## src/rtl/dmem_arbiter.sv

```systemverilog
// Data-memory arbiter: processor port with starvation-bounded priority over a note/display read engine.
// Optional conflict statistics counter enabled by defining DMEM_ARB_STATS_EN.
module dmem_arbiter #(
   parameter int ADDR_W     = 12,
   parameter int DATA_W     = 32,
   parameter int STARVE_MAX = 4
) (
   input  logic              clock,
   input  logic              reset,
   input  logic              cpu_req,
   input  logic              cpu_wren,
   input  logic [ADDR_W-1:0] cpu_addr,
   input  logic [DATA_W-1:0] cpu_data,
   output logic              cpu_stall,
   output logic [DATA_W-1:0] cpu_q,
   input  logic              vid_req,
   input  logic [ADDR_W-1:0] vid_addr,
   output logic              vid_gnt,
   output logic              vid_valid,
   output logic [DATA_W-1:0] vid_q,
   output logic              ram_wEn,
   output logic [ADDR_W-1:0] ram_addr,
   output logic [DATA_W-1:0] ram_dataIn,
   input  logic [DATA_W-1:0] ram_dataOut,
   output logic [15:0]       conflict_cnt
);

   typedef enum logic [1:0] {
      OWN_IDLE = 2'd0,
      OWN_CPU  = 2'd1,
      OWN_VID  = 2'd2
   } owner_t;

   localparam logic [3:0] STARVE_MAX_C = 4'(STARVE_MAX);

   owner_t            owner_r;
   logic [3:0]        starve_cnt_r;
   logic              vid_valid_r;
   logic [DATA_W-1:0] vid_hold_r;
   logic              force_vid_s;
   logic              cpu_gnt_s;
   logic              vid_gnt_s;

   // Grant decision; >= guards against a count above the limit ever locking out both sides
   always_comb begin
      force_vid_s = 1'b0;
      cpu_gnt_s   = 1'b0;
      vid_gnt_s   = 1'b0;
      if (reset) begin
         force_vid_s = 1'b0;
         cpu_gnt_s   = 1'b0;
         vid_gnt_s   = 1'b0;
      end else begin
         force_vid_s = vid_req && (starve_cnt_r >= STARVE_MAX_C);
         cpu_gnt_s   = cpu_req && !force_vid_s;
         vid_gnt_s   = vid_req && !cpu_gnt_s;
      end
   end

   // RAM port multiplexer: only a granted processor write may assert the write enable
   always_comb begin
      ram_wEn    = 1'b0;
      ram_addr   = cpu_addr;
      ram_dataIn = cpu_data;
      if (cpu_gnt_s) begin
         ram_wEn = cpu_wren;
      end else if (vid_gnt_s) begin
         ram_addr = vid_addr;
      end else begin
         ram_wEn = 1'b0;
      end
   end

   // Starvation counter: counts denied engine cycles, cleared on grant or request withdrawal
   always_ff @(posedge clock or posedge reset) begin
      if (reset) begin
         starve_cnt_r <= 4'd0;
      end else if (!vid_req || vid_gnt_s) begin
         starve_cnt_r <= 4'd0;
      end else if (starve_cnt_r != 4'hF) begin
         starve_cnt_r <= starve_cnt_r + 4'd1;
      end else begin
         starve_cnt_r <= starve_cnt_r;
      end
   end

   // Read-owner FSM: tracks who owns the RAM data returning this cycle
   always_ff @(posedge clock or posedge reset) begin
      if (reset) begin
         owner_r     <= OWN_IDLE;
         vid_valid_r <= 1'b0;
         vid_hold_r  <= '0;
      end else begin
         case (owner_r)
            OWN_VID: vid_hold_r <= ram_dataOut;
            default: vid_hold_r <= vid_hold_r;
         endcase
         if (cpu_gnt_s && !cpu_wren) begin
            owner_r <= OWN_CPU;
         end else if (vid_gnt_s) begin
            owner_r <= OWN_VID;
         end else begin
            owner_r <= OWN_IDLE;
         end
         vid_valid_r <= vid_gnt_s;
      end
   end

   assign cpu_stall = cpu_req && force_vid_s;
   assign vid_gnt   = vid_gnt_s;
   assign cpu_q     = ram_dataOut;
   assign vid_valid = vid_valid_r;
   // RAM data is already registered inside the RAM, so the return cycle passes it straight through
   assign vid_q     = vid_valid_r ? ram_dataOut : vid_hold_r;

`ifdef DMEM_ARB_STATS_EN
   logic [15:0] conflict_cnt_r;

   // Saturating count of cycles with both requesters active
   always_ff @(posedge clock or posedge reset) begin
      if (reset) begin
         conflict_cnt_r <= 16'd0;
      end else if (cpu_req && vid_req && (conflict_cnt_r != 16'hFFFF)) begin
         conflict_cnt_r <= conflict_cnt_r + 16'd1;
      end else begin
         conflict_cnt_r <= conflict_cnt_r;
      end
   end

   assign conflict_cnt = conflict_cnt_r;
`else
   assign conflict_cnt = 16'd0;
`endif

endmodule

```

## config.mk

```make
export PLATFORM = sky130hd
export DESIGN_NAME = dmem_arbiter
export DESIGN_NICKNAME = d
export VERILOG_FILES = /design/src/rtl/dmem_arbiter.sv
export SDC_FILE = /design/constraint.sdc
export NUM_CORES = 1
export LEC_CHECK = 0
export CAP_MARGIN = 15
export CORE_MARGIN = 2
export CORE_UTILIZATION = 33
export CTS_CLUSTER_SIZE = 40
export DETAILED_ROUTE_END_ITERATION = 16
export PLACE_DENSITY = 0.85
export SYNTH_ARGS = -nofsm -noshare
export SYNTH_HDL_FRONTEND = slang
export SYNTH_SLANG_ARGS = --single-unit
```

## constraint.sdc

```tcl
create_clock -name clock -period 3.4 [get_ports clock]
set_input_delay 1.02 -clock clock [delete_from_list [all_inputs] [get_ports clock]]
set_output_delay 1.02 -clock clock [all_outputs]
set_load 0.02 [all_outputs]
```

==> results.json, run 1 <==
{
  "run_status": "finished, final reports clean",
  "final_min_period_over_clock_period": 0.9793,
  "critical_path.max_fanout": 3,
  "timing.final.crit_period_ns": 3.330,
  "flow.area_growth_from_synthesis_pct": 40.54,
  "ant_nets": 0,
  "total_leakage_power_nw": 1.604,
  "hold_violations": 0,
  "critPathArrivalTime_ns": 2.31,
  "syn-mean-instance-area_um2": 11.75,
  "cts_buffer_depth": 2,
  "min_delay_path_depth": 1,
  "grt_max_degree": 40,
  "drt-initial-drc-count": 23,
  "cts_num_sinks": 39,
  "post_synth_inst_count": 229,
  "cp_common_cell": "clkdlybuf4s50_1",
  "coreArea_um2": 7807,
  "post_placement_setup_slack_ns": -0.5473,
  "worstPathCellList": "clkdlybuf4s50_1 -> mux2_2 -> clkdlybuf4s50_1",
  "clock_latency_ns": 0.28,
  "vias_per_cell": 4.500,
  "fill_cells": 739,
  "whs_endpoint": "vid_hold_r[1]",
  "clock-root-buffer": "clkbuf_8",
  "regArea_um2": 975.9,
  "h-tree-depth": 2,
  "critPathKind": "input port to output pin",
  "numPortBuffers": 140,
  "path_class_of_the_lowest_slack_min_delay_path": "register to register",
  "timing.clock.skew_ns": 0.003149,
  "grt_overflow_total": 0,
  "dpl.cell_count": 402,
  "clk_transition_reported_paths_ns": 0.08,
  "clock_tree_from_tritoncts": "done",
  "chipWidth_um": 94.31,
  "critPathMaxStageDelay_ns": 0.60,
  "drc": 0,
  "dr_total_vias": 1863,
  "worst_slew_pin_slew_ns": 0.5012,
  "r2r_end": "starve_cnt_r[3]",
  "global_route.usage.total": 0.1391,
  "rsz0062_at_grt": "no",
  "yosysWarningCount": 0,
  "die_h_um": 94.31,
  "cts.hold.buffers_added": 0,
  "total_standard_cell_area_after_synthesis_um2": 2691,
  "yosysUniqueCellTypes": 25,
  "dr.pass1.iters": 4,
  "initial_core_util": 0.3447,
  "first_global_vias": 1923,
  "fin_setup_tns_ns": 0,
  "dp.final_hpwl_um": 4819,
  "die_area_um2": 8894,
  "worst-r2r-cell-count": 4,
  "setup.worst_path.end_class": "output pin",
  "fmax_mhz": 300.3,
  "regToRegStartpoint": "starve_cnt_r[2]",
  "cellPowerDensity_nw_per_um2": 447.5,
  "ir_worst_vdd_uv": 244.8,
  "layout.nets": 405,
  "drt_wl_total_um": 6348,
  "boundaryPins": 221,
  "timing.final.max_slew_violations": 0,
  "finalWeightedCongestion": 0.6721,
  "stdcell_count": 414,
  "rrSetupSlack_ns": 1.94,
  "seq_total_area_yosys": 0.3626,
  "timing.critical_path.slowest_stage_cell": "clkdlybuf4s50_1",
  "global_route_wire_length_before_repair_um": 9487,
  "num_rows": 32,
  "report.final.setup_viol": 0,
  "number_of_antenna_violations_at_the_first_check_in_global_routing": 0,
  "maxCapViolCount": 0,
  "drive_above_1_share": 0.3397,
  "route.detailed.wl_per_inst_um": 15.33,
  "layout_setup_ws_ns": 0.07040,
  "holdWs_ns": 0.4989,
  "num_antenna_cells": 0,
  "cp_data_required_time_ns": 2.38,
  "slew_headroom": 0.6659,
  "hold_path_startpoint": "vid_hold_r[1]",
  "cts_made_buffers": 5,
  "multi_input_comb_area_um2": 1121,
  "critical_path.startpoint_type": "input port",
  "synth.ff_latch_count": 39
}
## per-stage QoR
step           utilization  cell area, um^2  total power (W)
4_1_cts             0.4843             3781         0.001718
3_3_place_gp        0.4705             3674         0.001297
6_report            0.4845             3782         0.001693
2_1_floorplan            -             2748         0.001068
3_5_place_dp        0.4705             3674         0.001314
5_1_grt             0.4845             3782         0.001780
## placed cells by master (no fill, tap or decap), drive strengths merged, types with 2 or more instances in the layout
master / instances
nor3: 2
nor2: 4
nand3: 2
o21ai: 2
nor3b: 5
clkbuf: 7
dlygate4sd2: 4
dfrtp: 39
clkdlybuf4s50: 122
mux2: 76
buf: 21
conb: 16
## sequential cells by signal (all words and copies together), names as in the netlist
name / count
vid_hold_r: 32
starve_cnt_r: 4
owner_r: 2
vid_valid: 1
## cell usage after synthesis
cell type	count	share of area
a31oi_1	1	0.0023
and4_1	1	0.0033
buf_2	6	0.011
buf_4	80	0.22
buf_8	1	0.0056
clkbuf_1	2	0.0028
conb_1	1	0.0014
dfrtp_1	39	0.36
ha_1	1	0.0046
inv_1	1	0.0014
mux2_1	2	0.0084
mux2_2	65	0.27
mux2_4	9	0.050
mux2i_1	1	0.0037
nand2_1	1	0.0014
nand2b_1	1	0.0023
nand3_1	2	0.0037
nor2_1	4	0.0056
nor3_1	2	0.0037
nor3b_1	3	0.0084
nor3b_2	1	0.0046
nor3b_4	1	0.0070
nor4bb_1	1	0.0037
o21ai_0	2	0.0037
xnor2_1	1	0.0033
## cells by family (layout without fill, tap and decap cells)
| kind of cell | Yosys count | in the layout | share of synthesized area |
|---|---|---|---|
| other | 1 | 16 | 0.001393 |
| muxes | 77 | 77 | 0.3343 |
| DFF | 39 | 39 | 0.3626 |
| xor gates and xnor gates | 1 | 1 | 0.003255 |
| and+or+nand+nor | 17 | 17 | 0.04370 |
| adders and majority gates | 1 | 1 | 0.004648 |
| AOI/OAI and AO/OA | 3 | 3 | 0.006045 |
| buffers and inverters | 90 | 158 | 0.2441 |
## layer usage
metal  part of all wire  GRT usage  vias to the layer above
met5                  0          0                        -
met4              0.027    0.05435                        0
met3              0.088    0.04013                       28
met2               0.53     0.2649                      100
met1               0.35     0.1419                      886
li1                   -          -                      849
## area by class of cell
cell class	count	area share
flip-flops and latches	39	0.2580
multi-input cells	115	0.2964
well taps	102	0.03374
clock inverters	2	0.009262
inverters	1	0.0009924
repair buffers	149	0.3798
clock buffers	6	0.02183
## worst max-delay path by stage
| stage | from | end | slack (ns) | cells past startpoint |
|---|---|---|---|---|
| after floorplan | reset | ram_wEn | 0.08 | 2 |
| after global placement | cpu_req | ram_addr[3] | -0.54 | 6 |
| after detailed placement | cpu_req | ram_addr[3] | -0.55 | 6 |
| after CTS | cpu_req | ram_addr[4] | 0.003 | 7 |
| after global routing | ram_dataOut[14] | vid_q[14] | 0.01 | 3 |
| final | ram_dataOut[26] | vid_q[26] | 0.07 | 3 |
## report_power, final
group / switching [W] / leakage, nW / total [W] / internal (W)
clock network: 0.000163 / 0.0612 / 0.000400 / 0.000238
logic: 0.000307 / 1.08 / 0.000702 / 0.000394
registers: 0.0000395 / 0.467 / 0.000590 / 0.000551
## repair_timing
item	4_1_cts	5_1_grt
gates cloned	1	0
endpoints found under the setup margin	15	13
gates resized for setup	55	4
buffers inserted	3	0
pin swaps	1	1
## critical path, delay by kind of cell
family	cells	cell delay, ns
buffers and inverters	2	1.12
multiplexers	1	0.17
Note: power is estimated with default switching activity, not from simulation.
==> run 2: changes to the inputs <==
CAP_MARGIN = 20   (was 15)
==> results of run 2 <==
No change in the layout: final DEF, timing and power equal those of run 1.
==> run 3: changes to the inputs <==
CORE_UTILIZATION = 30   (was 33)
PLACE_DENSITY = 0.81   (was 0.85)
clock period = 2.75 ns   (was 3.4 ns; I/O delays follow)
==> results.json, run 3 (same netlist as run 1, synthesis figures left out) <==
{
  "intPower_w": 0.001285,
  "rsz0062_at_grt": "yes",
  "maxCapViolCount": 0,
  "run_status": "complete, but fails checks",
  "route.detailed.wl_per_inst_um": 14.05,
  "timing.final.crit_period_ns": 2.813,
  "p_clk_frac": 0.191,
  "layout.nets": 418,
  "ir_worst_vdd_uv": 135.4,
  "drt_wl_total_um": 6085,
  "clock-root-buffer": "clkbuf_8",
  "mostFrequentLayoutCell": "dlygate4sd2_1",
  "seq_power_share": 0.384,
  "clock_latency_ns": 0.28,
  "critical_path.startpoint_type": "input port",
  "hold_path_startpoint": "vid_hold_r[0]",
  "number_of_antenna_violations_at_the_first_check_in_global_routing": 0,
  "cts_made_buffers": 5,
  "cts.hold.buffers_added": 0,
  "p_comb_frac": 0.425,
  "num_antenna_cells": 0,
  "final_min_period_over_clock_period": 1.023,
  "dpl.cell_count": 420,
  "first_global_vias": 2075,
  "worst-r2r-cell-count": 2,
  "chipWidth_um": 98.72,
  "timing.clock.skew_ns": 0.004312,
  "num_rows": 34,
  "drive_above_1_share": 0.3723,
  "ant_nets": 0,
  "cellPowerDensity_nw_per_um2": 491.6,
  "dr.pass1.iters": 3,
  "whs_endpoint": "vid_hold_r[0]",
  "commonest_non_fill_non_tap_cells_in_the_layout": "dlygate4sd2_1, mux2_2, clkdlybuf4s50_1",
  "stdcell_count": 433,
  "min_delay_path_depth": 1,
  "cts_buffer_depth": 2,
  "cp_data_required_time_ns": 1.93,
  "coreArea_um2": 8721,
  "rrSetupSlack_ns": 1.22,
  "layout_setup_ws_ns": -0.06294,
  "global_route.usage.total": 0.1251,
  "fin_setup_tns_ns": -0.3677,
  "hold_violations": 0,
  "grt_max_degree": 40,
  "path_class_of_the_lowest_slack_min_delay_path": "register to register",
  "clk_transition_reported_paths_ns": 0.07,
  "die_area_um2": 9745,
  "critPathKind": "input port to output pin",
  "fmax_mhz": 355.5,
  "numPortBuffers": 140,
  "drt-initial-drc-count": 23,
  "clock_tree_from_tritoncts": "done",
  "r2r_end": "vid_hold_r[0]",
  "critical_path.max_fanout": 6,
  "holdWs_ns": 0.4915,
  "power_w": 0.001901,
  "dp.final_hpwl_um": 4620,
  "setup.worst_path.end_class": "output pin",
  "global_route_wire_length_before_repair_um": 9798,
  "cts_num_sinks": 39,
  "finalWeightedCongestion": 0.7171,
  "flow.area_growth_from_synthesis_pct": 43.70,
  "largest_register_ffs": 32,
  "failed_checks": "negative setup slack",
  "boundaryPins": 221,
  "timing.final.max_slew_violations": 0,
  "die_h_um": 98.72,
  "biggest_registers_after_layout": "vid_hold_r x32, starve_cnt_r x4, owner_r x2",
  "worst_slew_pin_slew_ns": 0.8118,
  "slew_headroom": 0.4588,
  "dr_total_vias": 1957,
  "regToRegStartpoint": "owner_r[0]",
  "vias_per_cell": 4.520,
  "critPathArrivalTime_ns": 1.99,
  "grt_overflow_total": 0,
  "drc": 0,
  "netSwitchingPower_w": 0.0006163,
  "report.final.setup_viol": 7,
  "total_leakage_power_nw": 1.756,
  "largest_register": "vid_hold_r",
  "power.switching_fraction": 0.3241,
  "initial_core_util": 0.3086,
  "h-tree-depth": 2
}
==> run 3: cell count changes in the layout (fill, tap and decap cells not counted), moves of 2 or more <==
cell / delta
dlygate4sd2_1: +61
mux2_2: -3
mux2_4: +3
clkbuf_1: +2
buf_4: +10
buf_2: -11
buf_6: +15
clkdlybuf4s50_1: -64
==> run 3: routing by layer <==
layer,vias to the layer above,part of all wire,global-route usage,wire [um]
li1,878,-,-,-
met1,941,0.35,0.1213,2150
met2,119,0.52,0.2386,3181
met3,19,0.090,0.03475,548
met4,0,0.034,0.06533,204
met5,-,0,0,0
==> run 3: what timing repair did <==
item,in CTS,in global routing
cloned,1,0
endpoints found under the setup margin,78,14
buffers inserted,3,2
pin swaps,1,1
resized for setup,155,3
==> run 3: how the worst max path moves through the flow <==
stage                 start            to  cells past startpoint
floorplan           cpu_req   ram_addr[0]                      4
global placement    cpu_req   ram_addr[4]                      6
detailed placement  cpu_req   ram_addr[3]                      6
CTS                 cpu_req   ram_addr[6]                      7
global route        cpu_req  ram_addr[11]                      7
finish              cpu_req   ram_addr[4]                      7
==> run 3: layout make-up <==
class                           instances  area, um^2
Clock buffer                            7       76.32
Multi-Input combinational cell        115        1135
Sequential cell                        39       975.9
Clock inverter                          1       5.005
Fill cell                             836        4853
Timing Repair Buffer                  162        1533
Tap cell                              108       135.1
Inverter                                1       7.507
==> run 3: worst max-delay path, cell delays in order <==
cell and delay (ns):
buf_6 0.09, nor3b_4 0.15, nor3b_4 0.22, buf_6 0.14, buf_12 0.12, mux2_4 0.30, buf_6 0.13
==> run 3: power groups by stage <==
stage          clock network (W)  logic, W  registers [W]
2_1_floorplan                  0  0.000594       0.000727
3_3_place_gp                   0  0.000887       0.000734
3_5_place_dp                   0  0.000899       0.000742
4_1_cts                 0.000390  0.000822       0.000730
5_1_grt                 0.000420  0.000862       0.000745
6_report                0.000364  0.000808       0.000730
==> run 3: per-stage QoR <==
step / instance area (um^2) / utilization / setup WS [ns]
floorplan: 2751 / - / 0.1238
global placement: 3790 / 0.4346 / -0.8046
detailed placement: 3790 / 0.4346 / -0.8551
CTS: 3881 / 0.4451 / -0.08553
global route: 3867 / 0.4435 / -0.1048
finish: 3867 / 0.4435 / -0.06294
